`src/rtl/run_controller.sv`:
```
// run_controller: turns a go request into settle -> core_start pulse -> run with timeout, latching a pass/timeout verdict.
// Defining RUN_CTRL_DUMP_EN adds a post-run dump of the first DUMP_WORDS data-memory bytes.
module run_controller #(
   parameter int CNT_W      = 16,
   parameter int MAX_CYCLES = 1000,
   parameter int SETTLE_CYC = 2,
   parameter int DUMP_WORDS = 8
) (
   input  logic             clk,
   input  logic             reset,
   input  logic             go,
   output logic             core_start,
   input  logic             core_done,
   output logic             busy,
   output logic             status_valid,
   output logic             passed,
   output logic             timed_out,
   output logic [CNT_W-1:0] cycle_count,
   output logic [7:0]       dmem_raddr,
   input  logic [7:0]       dmem_rdata,
   output logic             dump_valid,
   input  logic             dump_ready,
   output logic [7:0]       dump_addr,
   output logic [7:0]       dump_data
);

   localparam int SET_W = (SETTLE_CYC > 1) ? $clog2(SETTLE_CYC) : 1;
   localparam logic [CNT_W-1:0] LAST_CNT  = CNT_W'(MAX_CYCLES - 1);
   localparam logic [SET_W-1:0] SET_LOAD  = SET_W'(SETTLE_CYC - 1);

   typedef enum logic [2:0] {
      S_IDLE,
      S_SETTLE,
      S_START,
      S_RUN,
`ifdef RUN_CTRL_DUMP_EN
      S_DUMP,
`endif
      S_FINISH
   } state_t;

   state_t           state;
   state_t           next_state;
   logic [SET_W-1:0] settle_cnt;
   logic             run_end;

`ifdef RUN_CTRL_DUMP_EN
   localparam logic [7:0] LAST_ADDR = 8'(DUMP_WORDS - 1);

   typedef enum logic [1:0] {
      D_ISSUE,
      D_CAPT,
      D_HOLD
   } dphase_t;

   dphase_t dphase;
   logic    dump_last;

   assign dump_last = (dphase == D_HOLD) && dump_ready && (dmem_raddr == LAST_ADDR);
`endif

   // Done has priority over the timeout check in the same cycle.
   assign run_end = core_done || (cycle_count == LAST_CNT);

   always_ff @(posedge clk or posedge reset) begin
      if (reset) begin
         state <= S_IDLE;
      end else begin
         state <= next_state;
      end
   end

   always_comb begin
      next_state   = state;
      core_start   = 1'b0;
      busy         = 1'b0;
      status_valid = 1'b0;
      case (state)
         S_IDLE: begin
            if (go) begin
               next_state = S_SETTLE;
            end
         end
         S_SETTLE: begin
            busy = 1'b1;
            if (settle_cnt == '0) begin
               next_state = S_START;
            end
         end
         S_START: begin
            busy       = 1'b1;
            core_start = 1'b1;
            next_state = S_RUN;
         end
         S_RUN: begin
            busy = 1'b1;
            if (run_end) begin
`ifdef RUN_CTRL_DUMP_EN
               next_state = S_DUMP;
`else
               next_state = S_FINISH;
`endif
            end
         end
`ifdef RUN_CTRL_DUMP_EN
         S_DUMP: begin
            busy = 1'b1;
            if (dump_last) begin
               next_state = S_FINISH;
            end
         end
`endif
         S_FINISH: begin
            status_valid = 1'b1;
            if (go) begin
               next_state = S_SETTLE;
            end
         end
         default: begin
            next_state = S_IDLE;
         end
      endcase
   end

   always_ff @(posedge clk or posedge reset) begin
      if (reset) begin
         settle_cnt  <= '0;
         cycle_count <= '0;
         passed      <= 1'b0;
         timed_out   <= 1'b0;
      end else begin
         case (state)
            S_IDLE, S_FINISH: begin
               if (go) begin
                  settle_cnt  <= SET_LOAD;
                  cycle_count <= '0;
                  passed      <= 1'b0;
                  timed_out   <= 1'b0;
               end
            end
            S_SETTLE: begin
               if (settle_cnt != '0) begin
                  settle_cnt <= settle_cnt - 1'b1;
               end
            end
            S_START: begin
               cycle_count <= '0;
            end
            S_RUN: begin
               // The cycle that observes done is not counted; the count saturates at LAST_CNT.
               if (core_done) begin
                  passed <= 1'b1;
               end else if (cycle_count == LAST_CNT) begin
                  timed_out <= 1'b1;
               end else begin
                  cycle_count <= cycle_count + 1'b1;
               end
            end
            default: begin
            end
         endcase
      end
   end

`ifdef RUN_CTRL_DUMP_EN
   // Each byte: address out, one cycle for the synchronous read, capture, hold until accepted.
   always_ff @(posedge clk or posedge reset) begin
      if (reset) begin
         dphase     <= D_ISSUE;
         dmem_raddr <= '0;
         dump_valid <= 1'b0;
         dump_addr  <= '0;
         dump_data  <= '0;
      end else if (state == S_RUN) begin
         dphase     <= D_ISSUE;
         dmem_raddr <= '0;
         dump_valid <= 1'b0;
      end else if (state == S_DUMP) begin
         case (dphase)
            D_ISSUE: begin
               dphase <= D_CAPT;
            end
            D_CAPT: begin
               dump_data  <= dmem_rdata;
               dump_addr  <= dmem_raddr;
               dump_valid <= 1'b1;
               dphase     <= D_HOLD;
            end
            D_HOLD: begin
               if (dump_ready) begin
                  dump_valid <= 1'b0;
                  dphase     <= D_ISSUE;
                  if (dmem_raddr != LAST_ADDR) begin
                     dmem_raddr <= dmem_raddr + 1'b1;
                  end
               end
            end
            default: begin
               dphase <= D_ISSUE;
            end
         endcase
      end
   end
`else
   logic unused_dump;

   assign dmem_raddr  = '0;
   assign dump_valid  = 1'b0;
   assign dump_addr   = '0;
   assign dump_data   = '0;
   assign unused_dump = ^{dmem_rdata, dump_ready, 8'(DUMP_WORDS - 1)};
`endif

endmodule

```
`config.mk`:
```
export PLATFORM = sky130hd
export DESIGN_NAME = run_controller
export DESIGN_NICKNAME = d
export VERILOG_FILES = /design/src/rtl/run_controller.sv
export SDC_FILE = /design/constraint.sdc
export NUM_CORES = 1
export LEC_CHECK = 0
export CORE_UTILIZATION = 43
export DETAILED_ROUTE_END_ITERATION = 10
export HOLD_SLACK_MARGIN = 0.03
export PLACE_DENSITY = 0.84
export SYNTH_ARGS = -nofsm -noshare
export SYNTH_HDL_FRONTEND = slang
export SYNTH_SLANG_ARGS = --single-unit
```
`constraint.sdc`:
```
create_clock -name clk -period 2.9 [get_ports clk]
set_clock_uncertainty 0.1 [all_clocks]
set_input_delay 0.58 -clock clk [delete_from_list [all_inputs] [get_ports clk]]
set_output_delay 0.58 -clock clk [all_outputs]
set_load 0.01 [all_outputs]
```
==> impl_results.html, run 1 <==
<table>
<tr><th>Metric</th><th>Value</th></tr>
<tr><th colspan="2">Clock tree</th></tr>
<tr><td>Insertion delay to the later sink of the worst-skew pair</td><td>0.31 ns</td></tr>
<tr><td>TritonCTS Sinks</td><td>22</td></tr>
<tr><td>Number of buffers added to fix hold violations after cts</td><td>0</td></tr>
<tr><td>Clk root buf</td><td>sky130_fd_sc_hd__clkbuf_4</td></tr>
<tr><td>Total number of H-tree levels</td><td>1</td></tr>
<tr><td>Clock tree from TritonCTS</td><td>done</td></tr>
<tr><td>Number of buffers added by the clock tree synthesis step</td><td>3</td></tr>
<tr><td>Clock edge transition at the registers on the reported setup and hold paths</td><td>0.12 ns</td></tr>
<tr><td>Number of gates given a new drive strength after cts</td><td>0</td></tr>
<tr><td>Number of buffers inserted to repair setup after CTS</td><td>0</td></tr>
<tr><td>Number of buffers on the longest clock path</td><td>2</td></tr>
<tr><th colspan="2">Route</th></tr>
<tr><td>Drt first-iter violations</td><td>60</td></tr>
<tr><td>Final routed DRC violation total</td><td>0</td></tr>
<tr><td>Vias post-DR</td><td>1181</td></tr>
<tr><td>Number of detailed-routing iterations run before antenna repair</td><td>4</td></tr>
<tr><td>Remaining antenna violation count after routing</td><td>0</td></tr>
<tr><td>Wirelength, routed</td><td>2.814 mm</td></tr>
<tr><td>Detail-routed via count per cell</td><td>5.272</td></tr>
<tr><td>Detail-routed net length per standard cell</td><td>12.56 µm</td></tr>
<tr><th colspan="2">Synthesis</th></tr>
<tr><td>Mean post-synth cell area</td><td>9.146 µm²</td></tr>
<tr><td>Async SR Flop Fraction</td><td>100.0%</td></tr>
<tr><td>Most common library cells after synthesis</td><td>sky130_fd_sc_hd__buf_4 (26), sky130_fd_sc_hd__dfrtp_1 (22), sky130_fd_sc_hd__nand2_1 (10)</td></tr>
<tr><td>Number of flops mapped to enable cells by yosys</td><td>0</td></tr>
<tr><td>Fraction of the yosys area taken by sequential cells</td><td>38.83%</td></tr>
<tr><td>Leading area contributor after synthesis</td><td>sky130_fd_sc_hd__dfrtp_1</td></tr>
<tr><td>Synth area leaders</td><td>sky130_fd_sc_hd__dfrtp_1 (39%), sky130_fd_sc_hd__buf_4 (14%), sky130_fd_sc_hd__o31ai_1 (4.2%)</td></tr>
<tr><td>Total standard cell area after synthesis</td><td>1418 µm²</td></tr>
<tr><td>Cell count after synthesis</td><td>155</td></tr>
<tr><td>Most frequently used flop master after synthesis</td><td>sky130_fd_sc_hd__dfrtp_1</td></tr>
<tr><td>Ys Warns</td><td>0</td></tr>
<tr><td>Post-synthesis cell type count</td><td>40</td></tr>
<tr><td>Register bit total from synthesis</td><td>22</td></tr>
<tr><td>Area share of the largest cell type after synthesis</td><td>38.83%</td></tr>
<tr><td>Library cell with the highest instance count after synthesis</td><td>sky130_fd_sc_hd__buf_4</td></tr>
<tr><th colspan="2">Setup path</th></tr>
<tr><td>Reg2Reg Depth</td><td>5</td></tr>
<tr><td>Launch point of the worst reg-to-reg path</td><td>cycle_count[12]$_DFFE_PP0P_</td></tr>
<tr><td>Setup slack on the worst flop-to-flop path</td><td>0.63 ns</td></tr>
<tr><td>CP max FO</td><td>13</td></tr>
<tr><td>Critical Path AT</td><td>1.77 ns</td></tr>
<tr><td>Kind of start point of the critical path</td><td>register</td></tr>
<tr><td>Terminus of the critical flop-to-flop path</td><td>cycle_count[12]$_DFFE_PP0P_</td></tr>
<tr><td>Crit path kind</td><td>reg -&gt; out</td></tr>
<tr><td>Kind of end point of the critical path</td><td>output port</td></tr>
<tr><td>Data required, critical path</td><td>2.22 ns</td></tr>
<tr><th colspan="2">Layout</th></tr>
<tr><td>Number of antenna cells inserted</td><td>0</td></tr>
<tr><td>Final net count</td><td>196</td></tr>
<tr><td>Final Util</td><td>53.05%</td></tr>
<tr><td>Area of all placed cells without fillers</td><td>1633 µm²</td></tr>
<tr><td>Area growth from synthesis to layout</td><td>15.18%</td></tr>
<tr><td>Final-layout fill cell count</td><td>302</td></tr>
<tr><td>Share of post-route cells with drive strength above 1</td><td>8.889%</td></tr>
<tr><th colspan="2">Worst hold path</th></tr>
<tr><td>Worst hold path startpoint</td><td>cycle_count[15]$_DFFE_PP0P_</td></tr>
<tr><td>Min-Delay Path Depth</td><td>1</td></tr>
<tr><td>Min-Delay Path Class</td><td>reg -&gt; reg</td></tr>
<tr><td>Hold Path End</td><td>cycle_count[15]$_DFFE_PP0P_</td></tr>
<tr><th colspan="2">Floorplan</th></tr>
<tr><td>Area of the die</td><td>3530 µm²</td></tr>
<tr><td>Row count</td><td>20</td></tr>
<tr><td>Overall die width</td><td>59.42 µm</td></tr>
<tr><td>Initial core utilization</td><td>46.06%</td></tr>
<tr><td>Area inside the core boundary</td><td>3078 µm²</td></tr>
<tr><td>I/O pin count</td><td>59</td></tr>
<tr><td>Die height</td><td>59.42 µm</td></tr>
<tr><th colspan="2">Timing</th></tr>
<tr><td>Final hold vios</td><td>0</td></tr>
<tr><td>Slew Limit Headroom</td><td>44.66%</td></tr>
<tr><td>Final Max Slew Viols</td><td>0</td></tr>
<tr><td>Slew @ Worst Pin</td><td>0.8292 ns</td></tr>
<tr><td>Final min period</td><td>2.454 ns</td></tr>
<tr><td>FMAX</td><td>407.4 MHz</td></tr>
<tr><td>Final setup TNS</td><td>0 ns</td></tr>
<tr><td>Unrepaired setup endpoints after global routing</td><td>no</td></tr>
<tr><td>Setup violation total in the final timing report</td><td>0</td></tr>
<tr><td>Final period util</td><td>84.64%</td></tr>
<tr><th colspan="2">Global routing</th></tr>
<tr><td>First-pass GRT wire length</td><td>4.781 mm</td></tr>
<tr><td>Vias in the first global route</td><td>1082</td></tr>
<tr><td>Remaining Overflow, GRT</td><td>0</td></tr>
<tr><td>Pin count of the biggest net entering global routing</td><td>23</td></tr>
<tr><td>Tot GR Track Use</td><td>18.11%</td></tr>
<tr><td>Initial antenna violation count</td><td>0</td></tr>
<tr><th colspan="2">Place</th></tr>
<tr><td>Detail Placement HPWL</td><td>2.104 mm</td></tr>
<tr><td>Area of placed instances</td><td>1610 µm²</td></tr>
<tr><td>Placer congestion estimate</td><td>0.8728</td></tr>
<tr><td>Number of buffers inserted by port buffering</td><td>24</td></tr>
<tr><th colspan="2">Pwr</th></tr>
<tr><td>Leakage Power</td><td>0.6636 nW</td></tr>
<tr><td>Worst voltage drop across the vdd grid</td><td>0.0002457 V</td></tr>
<tr><td>Power density over the cells</td><td>573.8 nW/µm²</td></tr>
<tr><th colspan="2">Job</th></tr>
<tr><td>Number of maximum-capacitance violations</td><td>0</td></tr>
<tr><th colspan="2">Status</th></tr>
<tr><td>Run status</td><td>finished clean</td></tr>
</table>
## registers in the layout, indices dropped and copies added (netlist names)
name,count
settle_cnt,1
cycle_count,16
timed_out,1
state,3
passed,1
## placed cells by master (no fill, tap or decap), types with 2 or more instances in the layout
cell,instances
sky130_fd_sc_hd__or3_1,3
sky130_fd_sc_hd__nor3_1,3
sky130_fd_sc_hd__nor2b_1,2
sky130_fd_sc_hd__o21ai_2,4
sky130_fd_sc_hd__o211ai_1,7
sky130_fd_sc_hd__clkbuf_4,3
sky130_fd_sc_hd__nand4_1,4
sky130_fd_sc_hd__o21ai_0,5
sky130_fd_sc_hd__dfrtp_1,22
sky130_fd_sc_hd__clkdlybuf4s50_1,24
sky130_fd_sc_hd__a21oi_1,6
sky130_fd_sc_hd__inv_1,8
sky130_fd_sc_hd__a31oi_1,2
sky130_fd_sc_hd__nand2_1,10
sky130_fd_sc_hd__nand3_1,5
sky130_fd_sc_hd__conb_1,25
sky130_fd_sc_hd__or4_4,2
sky130_fd_sc_hd__nor2_1,8
sky130_fd_sc_hd__o31ai_1,8
sky130_fd_sc_hd__nand2b_1,4
sky130_fd_sc_hd__o21ai_1,5
## final cells by class
class | instances | area, µm² | share of cell area, %
inverter | 8 | 30.03 | 1.839
tap | 44 | 55.05 | 3.372
multi-input combinational | 122 | 726.9 | 44.52
clock buffer | 3 | 22.52 | 1.379
timing repair buffer | 25 | 247.7 | 15.17
sequential | 22 | 550.5 | 33.72
## per-layer routing
layer | share of wire (%) | global-route usage, % | up-vias
met5 | 0 | 0 | -
met4 | 2.5 | 11.22 | 0
met3 | 5.0 | 2.402 | 5
met2 | 48 | 28.57 | 42
met1 | 45 | 23.42 | 564
li1 | - | - | 570
## per-stage QoR
stage               total power (W)  cells  hold slack, ns  setup slack, ns
finish                    0.0009370    224          0.4276           0.4456
global placement          0.0007928    221          0.4139           0.4949
detailed placement        0.0008023    221          0.4146           0.4572
floorplan                 0.0007008    179          0.4146           0.7461
global route               0.001009    224          0.4652           0.2986
CTS                       0.0009413    224          0.4340           0.4305
## worst max-delay path, cell delays in order (launching register included)
cell	delay, ns
sky130_fd_sc_hd__dfrtp_1	0.54
sky130_fd_sc_hd__nor2_1	0.24
sky130_fd_sc_hd__nand2_1	0.10
sky130_fd_sc_hd__inv_1	0.07
sky130_fd_sc_hd__clkdlybuf4s50_1	0.53
## report_power, final
part / switching (W) / total, W / internal, W / leakage [nW]
sequential: 0.0000667 / 0.000412 / 0.000345 / 0.300
combinational: 0.000222 / 0.000384 / 0.000162 / 0.350
clock: 0.0000931 / 0.000142 / 0.0000486 / 0.0138
total: 0.000382 / 0.000937 / 0.000555 / 0.664
## worst max path at each step
stage,start,to,slack (ns)
after floorplan,cycle_count[13]$_DFFE_PP0P_,cycle_count[13]$_DFFE_PP0P_,0.75
after global placement,core_done,cycle_count[12]$_DFFE_PP0P_,0.49
final,state[0]$_DFFE_PP0P_,status_valid,0.45
after CTS,state[0]$_DFFE_PP0P_,status_valid,0.43
after global routing,state[0]$_DFFE_PP0P_,status_valid,0.30
after detailed placement,core_done,cycle_count[12]$_DFFE_PP0P_,0.46
## cells by family (layout without fill, tap and decap cells)
logic type                 count (synthesis)  count (layout)  synth area share, %
adders and majority gates                  1               1               0.8825
buffers and inverters                     35              36                16.24
DFF                                       22              22                38.84
other                                      1              25               0.2645
AOI/OAI and AO/OA                         44              44                21.71
muxes                                      1               1               0.7061
and+or+nand+nor                           51              51                21.36
Power figures use the tool's default switching activity.
==> inputs of run 2 (changes only) <==
--- a/config.mk
+++ b/config.mk
@@ -5,10 +5,10 @@
 export SDC_FILE = /design/constraint.sdc
 export NUM_CORES = 1
 export LEC_CHECK = 0
-export CORE_UTILIZATION = 43
+export CORE_UTILIZATION = 38
 export DETAILED_ROUTE_END_ITERATION = 10
 export HOLD_SLACK_MARGIN = 0.03
-export PLACE_DENSITY = 0.84
+export PLACE_DENSITY = 0.79
 export SYNTH_ARGS = -nofsm -noshare
 export SYNTH_HDL_FRONTEND = slang
 export SYNTH_SLANG_ARGS = --single-unit
==> constraint.sdc (replaced) <==
create_clock -name clk -period 2 [get_ports clk]
set_clock_uncertainty 0.1 [all_clocks]
set_input_delay 0.4 -clock clk [delete_from_list [all_inputs] [get_ports clk]]
set_output_delay 0.4 -clock clk [all_outputs]
set_load 0.01 [all_outputs]
==> run 2 against run 1 <==
The run now ends with setup timing left. Cell area increased by 23%. Die area increased by 13%. First-iteration DRC count is 10% lower. Highest routed layer unchanged. Sequential power increased by 39%. Worst hold slack lost 0.058 ns. Largest cell class unchanged. Clock power increased by 130%.
==> impl_results.html, run 2 (same netlist as run 1, synthesis figures left out) <==
<table>
<tr><th>Metric</th><th>Value</th></tr>
<tr><th colspan="2">Status</th></tr>
<tr><td>Run status</td><td>complete, but fails checks</td></tr>
<tr><td>Violated checks</td><td>setup timing</td></tr>
<tr><th colspan="2">Setup path</th></tr>
<tr><td>Kind of start point of the critical path</td><td>register</td></tr>
<tr><td>Data required, critical path</td><td>2.06 ns</td></tr>
<tr><td>Reg2Reg Depth</td><td>5</td></tr>
<tr><td>Critical Path AT</td><td>2.20 ns</td></tr>
<tr><td>Terminus of the critical flop-to-flop path</td><td>cycle_count[7]$_DFFE_PP0P_</td></tr>
<tr><td>Setup slack on the worst flop-to-flop path</td><td>-0.13 ns</td></tr>
<tr><td>Launch point of the worst reg-to-reg path</td><td>cycle_count[13]$_DFFE_PP0P_</td></tr>
<tr><td>CP max FO</td><td>8</td></tr>
<tr><td>Kind of end point of the critical path</td><td>register</td></tr>
<tr><td>Crit path kind</td><td>reg -&gt; reg</td></tr>
<tr><th colspan="2">Layout</th></tr>
<tr><td>Regs by FF count</td><td>cycle_count (16), state (3)</td></tr>
<tr><td>Most used cells in the layout excluding fill and tap cells</td><td>sky130_fd_sc_hd__buf_4 (28), sky130_fd_sc_hd__conb_1 (25), sky130_fd_sc_hd__clkdlybuf4s50_1 (21)</td></tr>
<tr><td>Final net count</td><td>226</td></tr>
<tr><td>Area of all placed cells without fillers</td><td>2001 µm²</td></tr>
<tr><td>Number of antenna cells inserted</td><td>0</td></tr>
<tr><td>Final-layout fill cell count</td><td>323</td></tr>
<tr><td>Max FFs per register</td><td>16</td></tr>
<tr><td>Largest register by flop count</td><td>cycle_count</td></tr>
<tr><td>Most common cell after layout, fill and taps aside</td><td>sky130_fd_sc_hd__buf_4</td></tr>
<tr><td>Share of post-route cells with drive strength above 1</td><td>27.96%</td></tr>
<tr><td>Area growth from synthesis to layout</td><td>41.13%</td></tr>
<tr><th colspan="2">Floorplan</th></tr>
<tr><td>Die height</td><td>63.08 µm</td></tr>
<tr><td>Initial core utilization</td><td>41.19%</td></tr>
<tr><td>Row count</td><td>21</td></tr>
<tr><td>Overall die width</td><td>63.08 µm</td></tr>
<tr><td>Area of the die</td><td>3979 µm²</td></tr>
<tr><td>Area inside the core boundary</td><td>3442 µm²</td></tr>
<tr><td>I/O pin count</td><td>59</td></tr>
<tr><th colspan="2">Clock tree</th></tr>
<tr><td>Insertion delay to the later sink of the worst-skew pair</td><td>0.27 ns</td></tr>
<tr><td>Number of buffers on the longest clock path</td><td>2</td></tr>
<tr><td>Total number of H-tree levels</td><td>1</td></tr>
<tr><td>Number of buffers added by the clock tree synthesis step</td><td>3</td></tr>
<tr><td>Clock tree from TritonCTS</td><td>done</td></tr>
<tr><td>TritonCTS Sinks</td><td>22</td></tr>
<tr><td>Clk root buf</td><td>sky130_fd_sc_hd__clkbuf_8</td></tr>
<tr><td>Clock edge transition at the registers on the reported setup and hold paths</td><td>0.08 ns</td></tr>
<tr><th colspan="2">Route</th></tr>
<tr><td>Final routed DRC violation total</td><td>0</td></tr>
<tr><td>Wirelength, routed</td><td>3.433 mm</td></tr>
<tr><td>Drt first-iter violations</td><td>54</td></tr>
<tr><td>Vias post-DR</td><td>1320</td></tr>
<tr><td>Remaining antenna violation count after routing</td><td>0</td></tr>
<tr><td>Number of detailed-routing iterations run before antenna repair</td><td>4</td></tr>
<tr><td>Detail-routed via count per cell</td><td>5.136</td></tr>
<tr><td>Detail-routed net length per standard cell</td><td>13.36 µm</td></tr>
<tr><th colspan="2">Pwr</th></tr>
<tr><td>Net Sw Frac</td><td>39.06%</td></tr>
<tr><td>Logic gate share of total power</td><td>46.9%</td></tr>
<tr><td>Power density over the cells</td><td>841.9 nW/µm²</td></tr>
<tr><td>Portion of total power attributed to sequential cells</td><td>33.9%</td></tr>
<tr><td>Switch Pwr</td><td>0.0006579 W</td></tr>
<tr><td>Relative contribution of the clock network to total power</td><td>19.2%</td></tr>
<tr><td>Internal power</td><td>0.001027 W</td></tr>
<tr><td>Leakage Power</td><td>0.8980 nW</td></tr>
<tr><td>Worst voltage drop across the vdd grid</td><td>0.0004430 V</td></tr>
<tr><th colspan="2">Timing</th></tr>
<tr><td>Setup violation total in the final timing report</td><td>18</td></tr>
<tr><td>FMAX</td><td>468.4 MHz</td></tr>
<tr><td>Final Max Slew Viols</td><td>0</td></tr>
<tr><td>Final critical-path setup slack</td><td>-0.1350 ns</td></tr>
<tr><td>Final hold vios</td><td>0</td></tr>
<tr><td>Hold Worst Slack</td><td>0.3695 ns</td></tr>
<tr><td>Unrepaired setup endpoints after global routing</td><td>yes</td></tr>
<tr><td>Final period util</td><td>106.7%</td></tr>
<tr><td>Final min period</td><td>2.135 ns</td></tr>
<tr><th colspan="2">Global routing</th></tr>
<tr><td>Initial antenna violation count</td><td>0</td></tr>
<tr><td>Pin count of the biggest net entering global routing</td><td>23</td></tr>
<tr><td>Vias in the first global route</td><td>1184</td></tr>
<tr><td>First-pass GRT wire length</td><td>5.692 mm</td></tr>
<tr><td>Remaining Overflow, GRT</td><td>0</td></tr>
<tr><td>Tot GR Track Use</td><td>18.21%</td></tr>
<tr><th colspan="2">Place</th></tr>
<tr><td>Number of buffers inserted by port buffering</td><td>24</td></tr>
<tr><td>Detail Placement HPWL</td><td>2.469 mm</td></tr>
<tr><td>Area of placed instances</td><td>1826 µm²</td></tr>
<tr><td>Placer congestion estimate</td><td>0.8756</td></tr>
<tr><th colspan="2">Job</th></tr>
<tr><td>Number of maximum-capacitance violations</td><td>0</td></tr>
<tr><th colspan="2">Worst hold path</th></tr>
<tr><td>Min-Delay Path Class</td><td>in -&gt; async</td></tr>
</table>
## run 2: repair_timing
item / CTS / global route
pin swaps: 9 / 1
setup buffers: 1 / 2
endpoints found under the setup margin: 21 / 22
resized for setup: 12 / 9
gates cloned: 1 / 0
hold buffers: 0 / 0
## run 2: layout make-up
cell class              instances  area, µm²  share of cell area (%)
flip-flops and latches         22      553.0                   27.64
clock buffers                   4      55.05                   2.752
inverters                       8      30.03                   1.501
well taps                      46      57.56                   2.877
repair buffers                 54      489.2                   24.45
multi-input cells             123      815.8                   40.78
## run 2: per-stage QoR
step / TNS (ns) / utilization (%) / total power (W) / instances / setup slack [ns]
after global routing: -2.983 / 58.12 / 0.001793 / 257 / -0.2038
after detailed placement: -2.282 / 53.04 / 0.001262 / 249 / -0.1577
after global placement: -1.747 / 53.04 / 0.001245 / 249 / -0.1465
after CTS: -1.958 / 56.74 / 0.001652 / 255 / -0.1457
final: -1.839 / 58.12 / 0.001684 / 257 / -0.1350
after floorplan: -1.049 / - / 0.001020 / 179 / -0.1075
## run 2: per-layer routing
layer  vias up  track usage (%)  share of wire (%)
met5         -                0                  0
met4         0            6.977                1.3
met3         5            2.717                3.9
met2        32            29.30                 49
met1       649            24.41                 46
li1        634                -                  -
## run 2: worst max-delay path by stage
stage                                startpoint                          end
finish              cycle_count[13]$_DFFE_PP0P_   cycle_count[7]$_DFFE_PP0P_
global route        cycle_count[13]$_DFFE_PP0P_  cycle_count[10]$_DFFE_PP0P_
CTS                 cycle_count[13]$_DFFE_PP0P_  cycle_count[10]$_DFFE_PP0P_
detailed placement  cycle_count[12]$_DFFE_PP0P_   cycle_count[7]$_DFFE_PP0P_
global placement    cycle_count[11]$_DFFE_PP0P_  cycle_count[12]$_DFFE_PP0P_
floorplan           cycle_count[11]$_DFFE_PP0P_  cycle_count[13]$_DFFE_PP0P_
## run 2: critical path, stage by stage (launching register included)
cell	delay (ns)
sky130_fd_sc_hd__dfrtp_1	0.39
sky130_fd_sc_hd__or4_4	0.55
sky130_fd_sc_hd__or4_4	0.61
sky130_fd_sc_hd__o21ai_4	0.17
sky130_fd_sc_hd__o211ai_1	0.13
sky130_fd_sc_hd__o31ai_1	0.10
## run 2: power groups by stage
stage	logic [W]	registers, W	clock network [W]
3_5_place_dp	0.000695	0.000567	0
5_1_grt	0.000859	0.000581	0.000352
6_report	0.000790	0.000571	0.000324
2_1_floorplan	0.000446	0.000575	0
4_1_cts	0.000769	0.000555	0.000329
3_3_place_gp	0.000682	0.000563	0
==> inputs of run 3 (changes only) <==
--- a/config.mk
+++ b/config.mk
@@ -5,10 +5,12 @@
 export SDC_FILE = /design/constraint.sdc
 export NUM_CORES = 1
 export LEC_CHECK = 0
+export CORE_MARGIN = 1.5
 export CORE_UTILIZATION = 38
 export DETAILED_ROUTE_END_ITERATION = 10
 export HOLD_SLACK_MARGIN = 0.03
 export PLACE_DENSITY = 0.79
+export SLEW_MARGIN = 20
 export SYNTH_ARGS = -nofsm -noshare
 export SYNTH_HDL_FRONTEND = slang
 export SYNTH_SLANG_ARGS = --single-unit
==> constraint.sdc (replaced) <==
create_clock -name clk -period 1.8 [get_ports clk]
set_clock_uncertainty 0.1 [all_clocks]
set_input_delay 0.36 -clock clk [delete_from_list [all_inputs] [get_ports clk]]
set_output_delay 0.36 -clock clk [all_outputs]
set_load 0.01 [all_outputs]
==> run 3 against run 2 <==
The flow still finishes with violations (setup timing). Clock power up 13%. Worst hold slack worse by 0.048 ns. Count of clock-buffer cells in the layout unchanged. Setup slack worse by 0.22 ns.
==> impl_results.html, run 3 (same netlist as run 1, synthesis figures left out) <==
<table>
<tr><th>Metric</th><th>Value</th></tr>
<tr><th colspan="2">Timing</th></tr>
<tr><td>FMAX</td><td>463.5 MHz</td></tr>
<tr><td>Unrepaired setup endpoints after global routing</td><td>yes</td></tr>
<tr><td>Final critical-path setup slack</td><td>-0.3577 ns</td></tr>
<tr><td>Hold Worst Slack</td><td>0.3218 ns</td></tr>
<tr><td>Final hold vios</td><td>0</td></tr>
<tr><td>Final min period</td><td>2.158 ns</td></tr>
<tr><td>Final period util</td><td>119.9%</td></tr>
<tr><td>Setup violation total in the final timing report</td><td>20</td></tr>
<tr><td>Final Max Slew Viols</td><td>0</td></tr>
<tr><td>Final setup TNS</td><td>-6.106 ns</td></tr>
<tr><th colspan="2">Pwr</th></tr>
<tr><td>Net Sw Frac</td><td>38.71%</td></tr>
<tr><td>Portion of total power attributed to sequential cells</td><td>32.0%</td></tr>
<tr><td>Internal power</td><td>0.001186 W</td></tr>
<tr><td>Relative contribution of the clock network to total power</td><td>18.9%</td></tr>
<tr><td>Logic gate share of total power</td><td>49.0%</td></tr>
<tr><td>Switch Pwr</td><td>0.0007490 W</td></tr>
<tr><td>Leakage Power</td><td>0.9962 nW</td></tr>
<tr><td>Power density over the cells</td><td>949.3 nW/µm²</td></tr>
<tr><td>Worst voltage drop across the vdd grid</td><td>0.0008281 V</td></tr>
<tr><th colspan="2">Setup path</th></tr>
<tr><td>CP max FO</td><td>4</td></tr>
<tr><td>Kind of end point of the critical path</td><td>register</td></tr>
<tr><td>Buf+Inv Stages, Crit Path</td><td>0</td></tr>
<tr><td>Data required, critical path</td><td>1.91 ns</td></tr>
<tr><td>Critical Path AT</td><td>2.26 ns</td></tr>
<tr><td>Sequence of cells on the critical path</td><td>or4b_4 &gt; or4_4 &gt; o22ai_2 &gt; o21ai_1 &gt; o21ai_1</td></tr>
<tr><td>Crit path kind</td><td>reg -&gt; reg</td></tr>
<tr><td>Dominant cell type by count on the critical path</td><td>sky130_fd_sc_hd__o21ai_1</td></tr>
<tr><td>Kind of start point of the critical path</td><td>register</td></tr>
<tr><td>Worst setup path start</td><td>cycle_count[12]$_DFFE_PP0P_</td></tr>
<tr><td>Setup slack on the worst flop-to-flop path</td><td>-0.36 ns</td></tr>
<tr><td>CP peak stage delay</td><td>0.56 ns</td></tr>
<tr><td>Critical Path Slowest Stage Cell</td><td>sky130_fd_sc_hd__or4_4</td></tr>
<tr><td>Launch point of the worst reg-to-reg path</td><td>cycle_count[12]$_DFFE_PP0P_</td></tr>
<tr><td>Critical path's top delay family</td><td>simple AND/OR/NAND/NOR gates</td></tr>
<tr><th colspan="2">Clock tree</th></tr>
<tr><td>Number of buffers on the longest clock path</td><td>2</td></tr>
<tr><td>Total number of H-tree levels</td><td>1</td></tr>
<tr><td>Clk root buf</td><td>sky130_fd_sc_hd__clkbuf_8</td></tr>
<tr><td>Clock tree from TritonCTS</td><td>done</td></tr>
<tr><td>Insertion delay to the later sink of the worst-skew pair</td><td>0.27 ns</td></tr>
<tr><td>Number of buffers added by the clock tree synthesis step</td><td>3</td></tr>
<tr><td>Clock edge transition at the registers on the reported setup and hold paths</td><td>0.08 ns</td></tr>
<tr><td>TritonCTS Sinks</td><td>22</td></tr>
<tr><th colspan="2">Status</th></tr>
<tr><td>Run status</td><td>complete, but fails checks</td></tr>
<tr><td>Violated checks</td><td>setup timing</td></tr>
<tr><th colspan="2">Global routing</th></tr>
<tr><td>Initial antenna violation count</td><td>0</td></tr>
<tr><td>Vias in the first global route</td><td>1198</td></tr>
<tr><td>Remaining Overflow, GRT</td><td>0</td></tr>
<tr><td>Tot GR Track Use</td><td>18.46%</td></tr>
<tr><td>Pin count of the biggest net entering global routing</td><td>23</td></tr>
<tr><td>First-pass GRT wire length</td><td>5.809 mm</td></tr>
<tr><th colspan="2">Floorplan</th></tr>
<tr><td>Area inside the core boundary</td><td>3633 µm²</td></tr>
<tr><td>Die height</td><td>64.08 µm</td></tr>
<tr><td>Area of the die</td><td>4106 µm²</td></tr>
<tr><td>Overall die width</td><td>64.08 µm</td></tr>
<tr><td>Initial core utilization</td><td>39.02%</td></tr>
<tr><td>Row count</td><td>22</td></tr>
<tr><td>I/O pin count</td><td>59</td></tr>
<tr><th colspan="2">Place</th></tr>
<tr><td>Setup Slack @ Placement</td><td>-0.3526 ns</td></tr>
<tr><td>Number of buffers inserted by port buffering</td><td>24</td></tr>
<tr><td>Detail Placement HPWL</td><td>2.447 mm</td></tr>
<tr><td>Area of placed instances</td><td>1886 µm²</td></tr>
<tr><td>Placed Instances</td><td>257</td></tr>
<tr><td>Placer congestion estimate</td><td>0.9022</td></tr>
<tr><th colspan="2">Job</th></tr>
<tr><td>Number of maximum-capacitance violations</td><td>0</td></tr>
<tr><th colspan="2">Route</th></tr>
<tr><td>Detail-routed via count per cell</td><td>5.060</td></tr>
<tr><td>Final routed DRC violation total</td><td>0</td></tr>
<tr><td>Drt first-iter violations</td><td>65</td></tr>
<tr><td>Wirelength, routed</td><td>3.564 mm</td></tr>
<tr><td>Number of detailed-routing iterations run before antenna repair</td><td>4</td></tr>
<tr><td>Remaining antenna violation count after routing</td><td>0</td></tr>
<tr><td>Vias post-DR</td><td>1351</td></tr>
<tr><td>Detail-routed net length per standard cell</td><td>13.35 µm</td></tr>
<tr><th colspan="2">Layout</th></tr>
<tr><td>Number of antenna cells inserted</td><td>0</td></tr>
<tr><td>Cell Count, Final, Fillers Out</td><td>267</td></tr>
<tr><td>Final net count</td><td>234</td></tr>
<tr><td>Largest register by flop count</td><td>cycle_count</td></tr>
<tr><td>Most used cells in the layout excluding fill and tap cells</td><td>sky130_fd_sc_hd__buf_4 (35), sky130_fd_sc_hd__conb_1 (25), sky130_fd_sc_hd__dfrtp_1 (20)</td></tr>
<tr><td>Most common cell after layout, fill and taps aside</td><td>sky130_fd_sc_hd__buf_4</td></tr>
<tr><td>Area growth from synthesis to layout</td><td>43.78%</td></tr>
<tr><td>Area of all placed cells without fillers</td><td>2038 µm²</td></tr>
<tr><td>Share of post-route cells with drive strength above 1</td><td>27.85%</td></tr>
<tr><td>Regs by FF count</td><td>cycle_count (16), state (3)</td></tr>
<tr><td>Max FFs per register</td><td>16</td></tr>
<tr><th colspan="2">Worst hold path</th></tr>
<tr><td>Min-Delay Path Class</td><td>in -&gt; async</td></tr>
</table>
run 3: cell count changes in the layout (fill, tap and decap cells not counted), moves of 2 or more:
| cell | before | now |
|---|---|---|
| sky130_fd_sc_hd__dlygate4sd2_1 | 0 | 4 |
| sky130_fd_sc_hd__o21ai_2 | 6 | 3 |
| sky130_fd_sc_hd__o21ai_1 | 4 | 7 |
| sky130_fd_sc_hd__clkdlybuf4s50_1 | 21 | 15 |
| sky130_fd_sc_hd__buf_4 | 28 | 35 |
| sky130_fd_sc_hd__dlymetal6s2s_1 | 3 | 5 |
| sky130_fd_sc_hd__o31ai_2 | 3 | 0 |
| sky130_fd_sc_hd__o31ai_1 | 5 | 8 |
run 3: layout make-up:
| cell class | count | area [µm²] |
|---|---|---|
| flip-flops and latches | 22 | 553.0 |
| repair buffers | 62 | 561.8 |
| well taps | 48 | 60.06 |
| clock buffers | 4 | 55.05 |
| inverters | 8 | 30.03 |
| multi-input cells | 123 | 778.2 |
| fillers | 334 | 1595 |
run 3: path summary, 6_finish.rpt:
check                                         endpoint  cells after the start
max                        cycle_count[11]$_DFFE_PP0P_                      5
min                         cycle_count[6]$_DFFE_PP0P_                      3
max reg2reg                cycle_count[11]$_DFFE_PP0P_                      5
min reg2reg                         passed$_DFFE_PP0P_                      2
max in group asynchronous  cycle_count[12]$_DFFE_PP0P_                      3
min in group clk                    passed$_DFFE_PP0P_                      2
run 3: power by group through the flow:
stage          Combinational (W)  Clock [W]  Sequential (W)
2_1_floorplan           0.000495          0        0.000639
3_3_place_gp            0.000831          0        0.000628
3_5_place_dp            0.000850          0        0.000633
4_1_cts                 0.000928   0.000372        0.000618
5_1_grt                  0.00103   0.000397        0.000629
6_report                0.000949   0.000366        0.000620
run 3: worst register-to-register path: stages (launching register included):
cell	delay (ns)
sky130_fd_sc_hd__dfrtp_2	0.42
sky130_fd_sc_hd__or4b_4	0.55
sky130_fd_sc_hd__or4_4	0.56
sky130_fd_sc_hd__o22ai_2	0.27
sky130_fd_sc_hd__o21ai_1	0.11
sky130_fd_sc_hd__o21ai_1	0.08
run 3: what timing repair did:
action	in CTS	in global routing
setup buffers	4	1
pin swaps	7	2
endpoints found under the setup margin	23	26
hold buffers	0	0
resized for setup	11	8
gates cloned	1	0
run 3: routing by layer:
metal	global-route usage, %	share of wire, %	up-vias	wire [µm]
met5	0	0	-	0
met4	4.891	1.3	0	48
met3	4.049	5.9	5	212
met2	30.99	47	47	1683
met1	23.89	45	647	1619
li1	-	-	652	-
run 3: stage by stage:
step           util [%]  total power [W]
6_report          56.09         0.001935
5_1_grt           56.09         0.002051
4_1_cts           55.13         0.001918
3_5_place_dp      51.89         0.001483
3_3_place_gp      51.89         0.001459
2_1_floorplan         -         0.001134
